--- src/rtl/csr_pkg.sv ---
// csr_pkg: CSR addresses, operation encoding and bit positions shared by the CSR/IRQ unit.
package csr_pkg;

    localparam logic [11:0] CSR_MSTATUS  = 12'h300;
    localparam logic [11:0] CSR_MIE      = 12'h304;
    localparam logic [11:0] CSR_MTVEC    = 12'h305;
    localparam logic [11:0] CSR_MSCRATCH = 12'h340;
    localparam logic [11:0] CSR_MEPC     = 12'h341;
    localparam logic [11:0] CSR_MCAUSE   = 12'h342;
    localparam logic [11:0] CSR_MIP      = 12'h344;
    localparam logic [11:0] CSR_MCYCLE   = 12'hB00;
    localparam logic [11:0] CSR_MCYCLEH  = 12'hB80;
    localparam logic [11:0] CSR_CYCLE    = 12'hC00;
    localparam logic [11:0] CSR_CYCLEH   = 12'hC80;

    typedef enum logic [1:0] {
        CSR_NONE  = 2'b00,
        CSR_WRITE = 2'b01,
        CSR_SET   = 2'b10,
        CSR_CLEAR = 2'b11
    } csr_op_e;

    localparam int MSTATUS_MIE  = 3;
    localparam int MSTATUS_MPIE = 7;

    localparam logic [31:0] MCAUSE_INTR = 32'h8000_0000;

endpackage

--- src/rtl/irq_sync.sv ---
// irq_sync: two-flop synchroniser bank for asynchronous level inputs.
module irq_sync #(
    parameter int W = 1
) (
    input  logic         clk,
    input  logic         reset_n,
    input  logic [W-1:0] d_i,
    output logic [W-1:0] q_o
);

    logic [W-1:0] meta_q;
    logic [W-1:0] sync_q;

    always_ff @(posedge clk or negedge reset_n) begin
        if (!reset_n) begin
            meta_q <= '0;
            sync_q <= '0;
        end else begin
            meta_q <= d_i;
            sync_q <= meta_q;
        end
    end

    assign q_o = sync_q;

endmodule

--- src/rtl/csr_irq_unit.sv ---
// csr_irq_unit: machine-mode CSR file with prioritised interrupt entry and mret.
// mcycle is kept as a single 2*XLEN counter whose halves map to mcycle/mcycleh.
module csr_irq_unit
    import csr_pkg::*;
#(
    parameter int               XLEN        = 32,
    parameter int               NUM_IRQ     = 4,
    parameter int               IRQ_BASE    = 16,
    parameter logic [XLEN-1:0]  RESET_MTVEC = '0
) (
    input  logic                clk,
    input  logic                reset_n,
    input  logic [XLEN-1:0]     pc,
    input  logic                csr_valid,
    input  logic [1:0]          csr_op,
    input  logic [11:0]         csr_addr,
    input  logic [XLEN-1:0]     csr_wdata,
    output logic [XLEN-1:0]     csr_rdata,
    output logic                csr_illegal,
    input  logic                mret,
    input  logic                core_ready,
    input  logic [NUM_IRQ-1:0]  irq_i,
    output logic                redirect,
    output logic [XLEN-1:0]     redirect_pc,
    output logic                trap_taken
);

    localparam logic [XLEN-1:0] MIE_MASK = XLEN'(((64'd1 << NUM_IRQ) - 64'd1) << IRQ_BASE);

    logic [NUM_IRQ-1:0]  irq_s;
    logic [XLEN-1:0]     mip, pend, mstatus, old_val, wval, cause, vec_pc;
    logic [4:0]          irq_idx;
    logic                legal, wen, take;
    csr_op_e             op;

    logic                mie_bit_q, mie_bit_d, mpie_q, mpie_d;
    logic [XLEN-1:0]     mie_q, mie_d, mtvec_q, mtvec_d, mscratch_q, mscratch_d;
    logic [XLEN-1:0]     mepc_q, mepc_d, mcause_q, mcause_d;
    logic [2*XLEN-1:0]   mcycle_q, mcycle_d;

    irq_sync #(.W(NUM_IRQ)) u_irq_sync (
        .clk     (clk),
        .reset_n (reset_n),
        .d_i     (irq_i),
        .q_o     (irq_s)
    );

    assign op      = csr_op_e'(csr_op);
    assign mip     = XLEN'(irq_s) << IRQ_BASE;
    assign pend    = mip & mie_q;
    assign take    = mie_bit_q & (|pend) & core_ready & ~mret;
    assign mstatus = (XLEN'(mie_bit_q) << MSTATUS_MIE) | (XLEN'(mpie_q) << MSTATUS_MPIE);

    // Ascending scan so the highest pending line overwrites lower ones.
    always_comb begin
        irq_idx = '0;
        for (int i = 0; i < NUM_IRQ; i++)
            if (pend[IRQ_BASE+i]) irq_idx = 5'(i);
    end

    assign cause  = XLEN'(IRQ_BASE) + XLEN'(irq_idx);
    assign vec_pc = {mtvec_q[XLEN-1:2], 2'b00} + (mtvec_q[0] ? (cause << 2) : '0);

    assign trap_taken  = take;
    assign redirect    = take | mret;
    assign redirect_pc = take ? vec_pc : (mret ? mepc_q : '0);

    always_comb begin
        legal   = 1'b1;
        old_val = '0;
        case (csr_addr)
            CSR_MSTATUS:              old_val = mstatus;
            CSR_MIE:                  old_val = mie_q;
            CSR_MTVEC:                old_val = mtvec_q;
            CSR_MSCRATCH:             old_val = mscratch_q;
            CSR_MEPC:                 old_val = mepc_q;
            CSR_MCAUSE:               old_val = mcause_q;
            CSR_MIP:                  old_val = mip;
            CSR_MCYCLE, CSR_CYCLE:    old_val = mcycle_q[XLEN-1:0];
            CSR_MCYCLEH, CSR_CYCLEH:  old_val = mcycle_q[2*XLEN-1:XLEN];
            default:                  legal   = 1'b0;
        endcase
    end

    assign csr_illegal = csr_valid & ~legal;
    assign csr_rdata   = (csr_valid & legal) ? old_val : '0;
    assign wval        = (op == CSR_WRITE) ? csr_wdata :
                         (op == CSR_SET)   ? (old_val | csr_wdata) : (old_val & ~csr_wdata);
    // Set/clear with a zero operand is a pure read; a trap in the same cycle drops the write.
    assign wen         = csr_valid & legal & (op != CSR_NONE) &
                         ~((op != CSR_WRITE) && (csr_wdata == '0)) & ~take;

    always_comb begin
        mie_bit_d  = mie_bit_q;
        mpie_d     = mpie_q;
        mie_d      = mie_q;
        mtvec_d    = mtvec_q;
        mscratch_d = mscratch_q;
        mepc_d     = mepc_q;
        mcause_d   = mcause_q;
        mcycle_d   = mcycle_q + 1'b1;
        if (take) begin
            mepc_d    = pc;
            mcause_d  = XLEN'(MCAUSE_INTR) | cause;
            mpie_d    = mie_bit_q;
            mie_bit_d = 1'b0;
        end else if (mret) begin
            mie_bit_d = mpie_q;
            mpie_d    = 1'b1;
        end else if (wen) begin
            case (csr_addr)
                CSR_MSTATUS: begin
                    mie_bit_d = wval[MSTATUS_MIE];
                    mpie_d    = wval[MSTATUS_MPIE];
                end
                CSR_MIE:      mie_d      = wval & MIE_MASK;
                CSR_MTVEC:    mtvec_d    = wval & ~XLEN'(2);
                CSR_MSCRATCH: mscratch_d = wval;
                CSR_MEPC:     mepc_d     = wval & ~XLEN'(3);
                CSR_MCAUSE:   mcause_d   = wval;
                CSR_MCYCLE:   mcycle_d   = {mcycle_q[2*XLEN-1:XLEN], wval};
                CSR_MCYCLEH:  mcycle_d   = {wval, mcycle_q[XLEN-1:0]};
                default: ;
            endcase
        end
    end

    always_ff @(posedge clk or negedge reset_n) begin
        if (!reset_n) begin
            mie_bit_q  <= 1'b0;
            mpie_q     <= 1'b0;
            mie_q      <= '0;
            mtvec_q    <= RESET_MTVEC;
            mscratch_q <= '0;
            mepc_q     <= '0;
            mcause_q   <= '0;
            mcycle_q   <= '0;
        end else begin
            mie_bit_q  <= mie_bit_d;
            mpie_q     <= mpie_d;
            mie_q      <= mie_d;
            mtvec_q    <= mtvec_d;
            mscratch_q <= mscratch_d;
            mepc_q     <= mepc_d;
            mcause_q   <= mcause_d;
            mcycle_q   <= mcycle_d;
        end
    end

endmodule

--- config.mk ---
export PLATFORM = sky130hd
export DESIGN_NAME = csr_irq_unit
export DESIGN_NICKNAME = d
export VERILOG_FILES = /design/src/rtl/csr_pkg.sv /design/src/rtl/irq_sync.sv /design/src/rtl/csr_irq_unit.sv
export SDC_FILE = /design/constraint.sdc
export NUM_CORES = 1
export LEC_CHECK = 0
export ABC_CLOCK_PERIOD_IN_PS = 2950
export CORE_ASPECT_RATIO = 1.2
export CORE_MARGIN = 5
export CORE_UTILIZATION = 23
export CTS_CLUSTER_DIAMETER = 40
export DETAILED_ROUTE_END_ITERATION = 16
export PLACE_DENSITY = 0.39
export SLEW_MARGIN = 20
export SYNTH_ARGS = -nofsm -noshare
export SYNTH_HDL_FRONTEND = slang
export SYNTH_HIERARCHICAL = 1
export SYNTH_SLANG_ARGS = --single-unit
export TNS_END_PERCENT = 5
--- constraint.sdc ---
create_clock -name clk -period 2.95 [get_ports clk]
set_input_delay 0.4425 -clock clk [delete_from_list [all_inputs] [get_ports clk]]
set_output_delay 0.4425 -clock clk [all_outputs]
set_load 0.005 [all_outputs]
==> results_dict.tcl <==
set metrics [dict create \
    status "complete, but fails checks" \
    violations "negative setup slack" \
    critPathMaxStageDelay_ns 0.35 \
    r2r_start "u_irq_sync/q_o[2]$_DFF_PN0_" \
    h-tree-depth 2 \
    r2r_end "mcycle_q[51]$_DFFE_PN0P_" \
    area_growth_pct 52.2 \
    maxCapViolations 0 \
    ir_drop_mv 0.366 \
    async_flop_share 1.00 \
    syn_nets 1671 \
    ys_ff_latch 205 \
    hold_path_class "input port to flop" \
    p_per_area_mw_per_mm2 462 \
    seq_area_mm2 0.00513 \
    ys_warn_count 6 \
    die_area_mm2 0.0629 \
    rsz0062_at_grt "yes" \
    grt_pass1_wl_um 103000 \
    via_per_inst 5.27 \
    crit_path_start_kind "flop" \
    path_delay_family "buffers and inverters" \
    cellLeakagePower_nw 8.46 \
    hold_start "irq_i[2]" \
    netlist_top_cells_count "nand2_1 (210), dfrtp_1 (205), o21ai_0 (152)" \
    syn_inst 1579 \
    cts_tree "done" \
    drc_errors 0 \
    clock-sinks 205 \
    cts_made_buffers 43 \
    crit_chain "buf_4, a22o_1, nand2_2, buf_4, buf_4, fa_2, o21bai_1, nor4b_2, buf_4, nand2_2, xor2_1, o31ai_2, buf_4, buf_6" \
    ios 154 \
    synth-edff-count 0 \
    required_ns 2.51 \
    ant_nets 0 \
    criticalPathCategory "flop to output pin" \
    die_h_um 274 \
    multi_input_area_mm2 0.00797 \
    cp-end-kind "output pin" \
    worst_slack_ns -0.715 \
    grt_max_degree 73 \
    holdPathEnd "u_irq_sync/meta_q[2]$_DFF_PN0_" \
    drive_gt1_frac 0.286 \
    final_cells 2778 \
    num_rows 96 \
    crit_top_cell "buf_4" \
    hold_path_depth 1 \
    cts-root-buf "clkbuf_16" \
    synth.largest_area_cell "dfrtp_1" \
    wirelength_um 70600 \
    crit_buf_inv 6 \
    tns_ns -37.20 \
    critPathMaxFanout 3 \
    r2r_setup_slack_ns -0.43 \
    fmax_ghz 0.273 \
    wire_per_inst_um 25.4 \
    synth_top_area_share 0.385 \
    n_antenna_cell 0 \
    synthMostInstantiatedCell "nand2_1" \
    hold_viol_final 0 \
    fillerInstances 5883 \
    finClkSkew_ns 0.0302 \
    setup_viol 118 \
    tightest_slew_ns 0.852 \
    syn_avg_cell_area_um2 8.44 \
    dr.pass1.iters 6 \
    cts_buffer_depth 3 \
    overflow 0 \
    grt_pass1_vias 14809 \
    dp_cells 2689 \
    synth_ff_type "dfrtp_1" \
    dr_total_vias 14650 \
    grt_usage 0.218 \
    pre_cts_slack_ns -0.803 \
    die_w_um 230 \
    yosys-top-cells-area "dfrtp_1 (39%), nand2_1 (5.9%), o21ai_0 (5.7%)" \
    gp_congestion 0.910 \
    antenna_found_initial 5 \
    slew_viol_final 0 \
    nets 2102 \
    arrival_ns 3.22 \
    r2r_cells 13 \
    slew_headroom 0.428 \
    fp.coreArea_mm2 0.0573 \
    initial_core_util 0.233 \
    synth_seq_area_share 0.385 \
    holdWs_ns 0.317 \
    syn_area_mm2 0.0133 \
    fin_crit_sh 1.24 \
    place.port_buffers 153 \
    clk_pin_slew_ns 0.05 \
    clk_latency_ns 0.57 \
    crit_path_top_delay_cell "dfrtp_1" \
    synth_cell_types 83 \
    layout_min_cycle_time_ns 3.66 \
    drt_iter0_drc 1294 \
    hpwlAfterDp_um 54400 \
]
[where the power goes]
group	internal, mW	switching (mW)	leakage (nW)
logic	0.454	0.586	5.01
clock network	3.64	1.73	0.758
registers	2.87	0.0788	2.70
[stage by stage]
stage	util	power, mW	instance area (um^2)
final	0.354	9.36	20300
after global routing	0.354	9.65	20300
after CTS	0.352	9.44	20100
after detailed placement	0.319	4.01	18300
after global placement	0.319	4.01	18300
after floorplan	-	3.30	13300
[cell families after synthesis]
kind of cell | count (synthesis) | synth area share
AOI/OAI and AO/OA | 525 | 0.256
xor gates and xnor gates | 60 | 0.0394
adders and majority gates | 5 | 0.00526
buffers and inverters | 159 | 0.0499
DFF | 205 | 0.385
muxes | 57 | 0.0447
and+or+nand+nor | 568 | 0.219
[worst register-to-register path, delay by kind of cell, from the launching register on]
kind            cells  cell delay [ns]
flops               1             0.38
simple gates        3             1.26
compound gates      4             0.64
buf+inv             6             0.94
[what timing repair did]
| item | CTS | global route |
|---|---|---|
| hold endpoints to repair | 66 | 0 |
| gates resized for setup | 195 | 43 |
| buffers inserted | 10 | 0 |
| cloned | 0 | 0 |
| endpoints found under the setup margin | 139 | 130 |
| pin swaps | 42 | 21 |
| hold buffers | 1 | 0 |
[cell type report]
cell class,count,share of cell area
repair buffers,507,0.224
clock inverters,25,0.0192
flip-flops and latches,205,0.253
inverters,38,0.00716
well taps,735,0.0454
multi-input cells,1215,0.393
clock buffers,53,0.0584
[worst max-delay path by stage]
stage / endpoint / slack (ns) / cells after the start / startpoint
global placement: csr_rdata[17] / -0.82 / 9 / csr_addr[10]
CTS: redirect_pc[20] / -0.71 / 14 / u_irq_sync/q_o[2]$_DFF_PN0_
floorplan: redirect_pc[24] / 0.04 / 11 / mie_q[18]$_DFFE_PN0P_
detailed placement: csr_rdata[8] / -0.80 / 9 / csr_addr[10]
global route: redirect_pc[20] / -0.81 / 14 / mie_q[18]$_DFFE_PN0P_
finish: redirect_pc[20] / -0.71 / 14 / mie_q[18]$_DFFE_PN0P_
[cells in the final DEF, fill, tap and decap left out, types with 8 or more instances in the layout]
master           instances
a21o_1                  21
nand3_1                 44
nor3_1                  14
buf_12                  30
and3_1                  14
dfrtp_1                204
clkdlybuf4s50_1        113
clkbuf_16               43
o21ai_0                122
nand4b_1                10
xor2_1                  17
nor4_1                  11
nor2b_1                 12
o22ai_1                 24
o31ai_1                 10
o21ai_1                 63
mux2_2                  20
dlygate4sd2_1            8
mux2i_1                 37
nand2_1                201
o221ai_1                28
xnor2_1                 42
buf_6                   16
bufinv_16                9
a22oi_1                 50
buf_2                   18
buf_4                  307
and2_1                  13
nand4_1                 27
o21a_1                  18
or3_1                   17
a31oi_1                 11
nor2_1                  99
and4_1                   9
o211ai_1                22
a21oi_1                 63
inv_1                   33
o32a_1                   9
[registers in the layout, indices dropped and copies added (netlist names)]
name and flops:
mcause_q 32, mcycle_q 64, mepc_q 32, mie_bit_q 1
mie_q 4, mpie_q 1, mscratch_q 32, mtvec_q 31
u_irq_sync/meta_q 4, u_irq_sync/q_o 4
[metal layers]
metal / up-vias / GRT usage / share of wire
met3: 143 / 0.0387 / 0.056
met2: 541 / 0.370 / 0.48
met5: - / 0 / 0.00060
li1: 6711 / - / -
met1: 7249 / 0.274 / 0.42
met4: 6 / 0.0889 / 0.044
No activity file was read; power rests on OpenSTA's default activity.
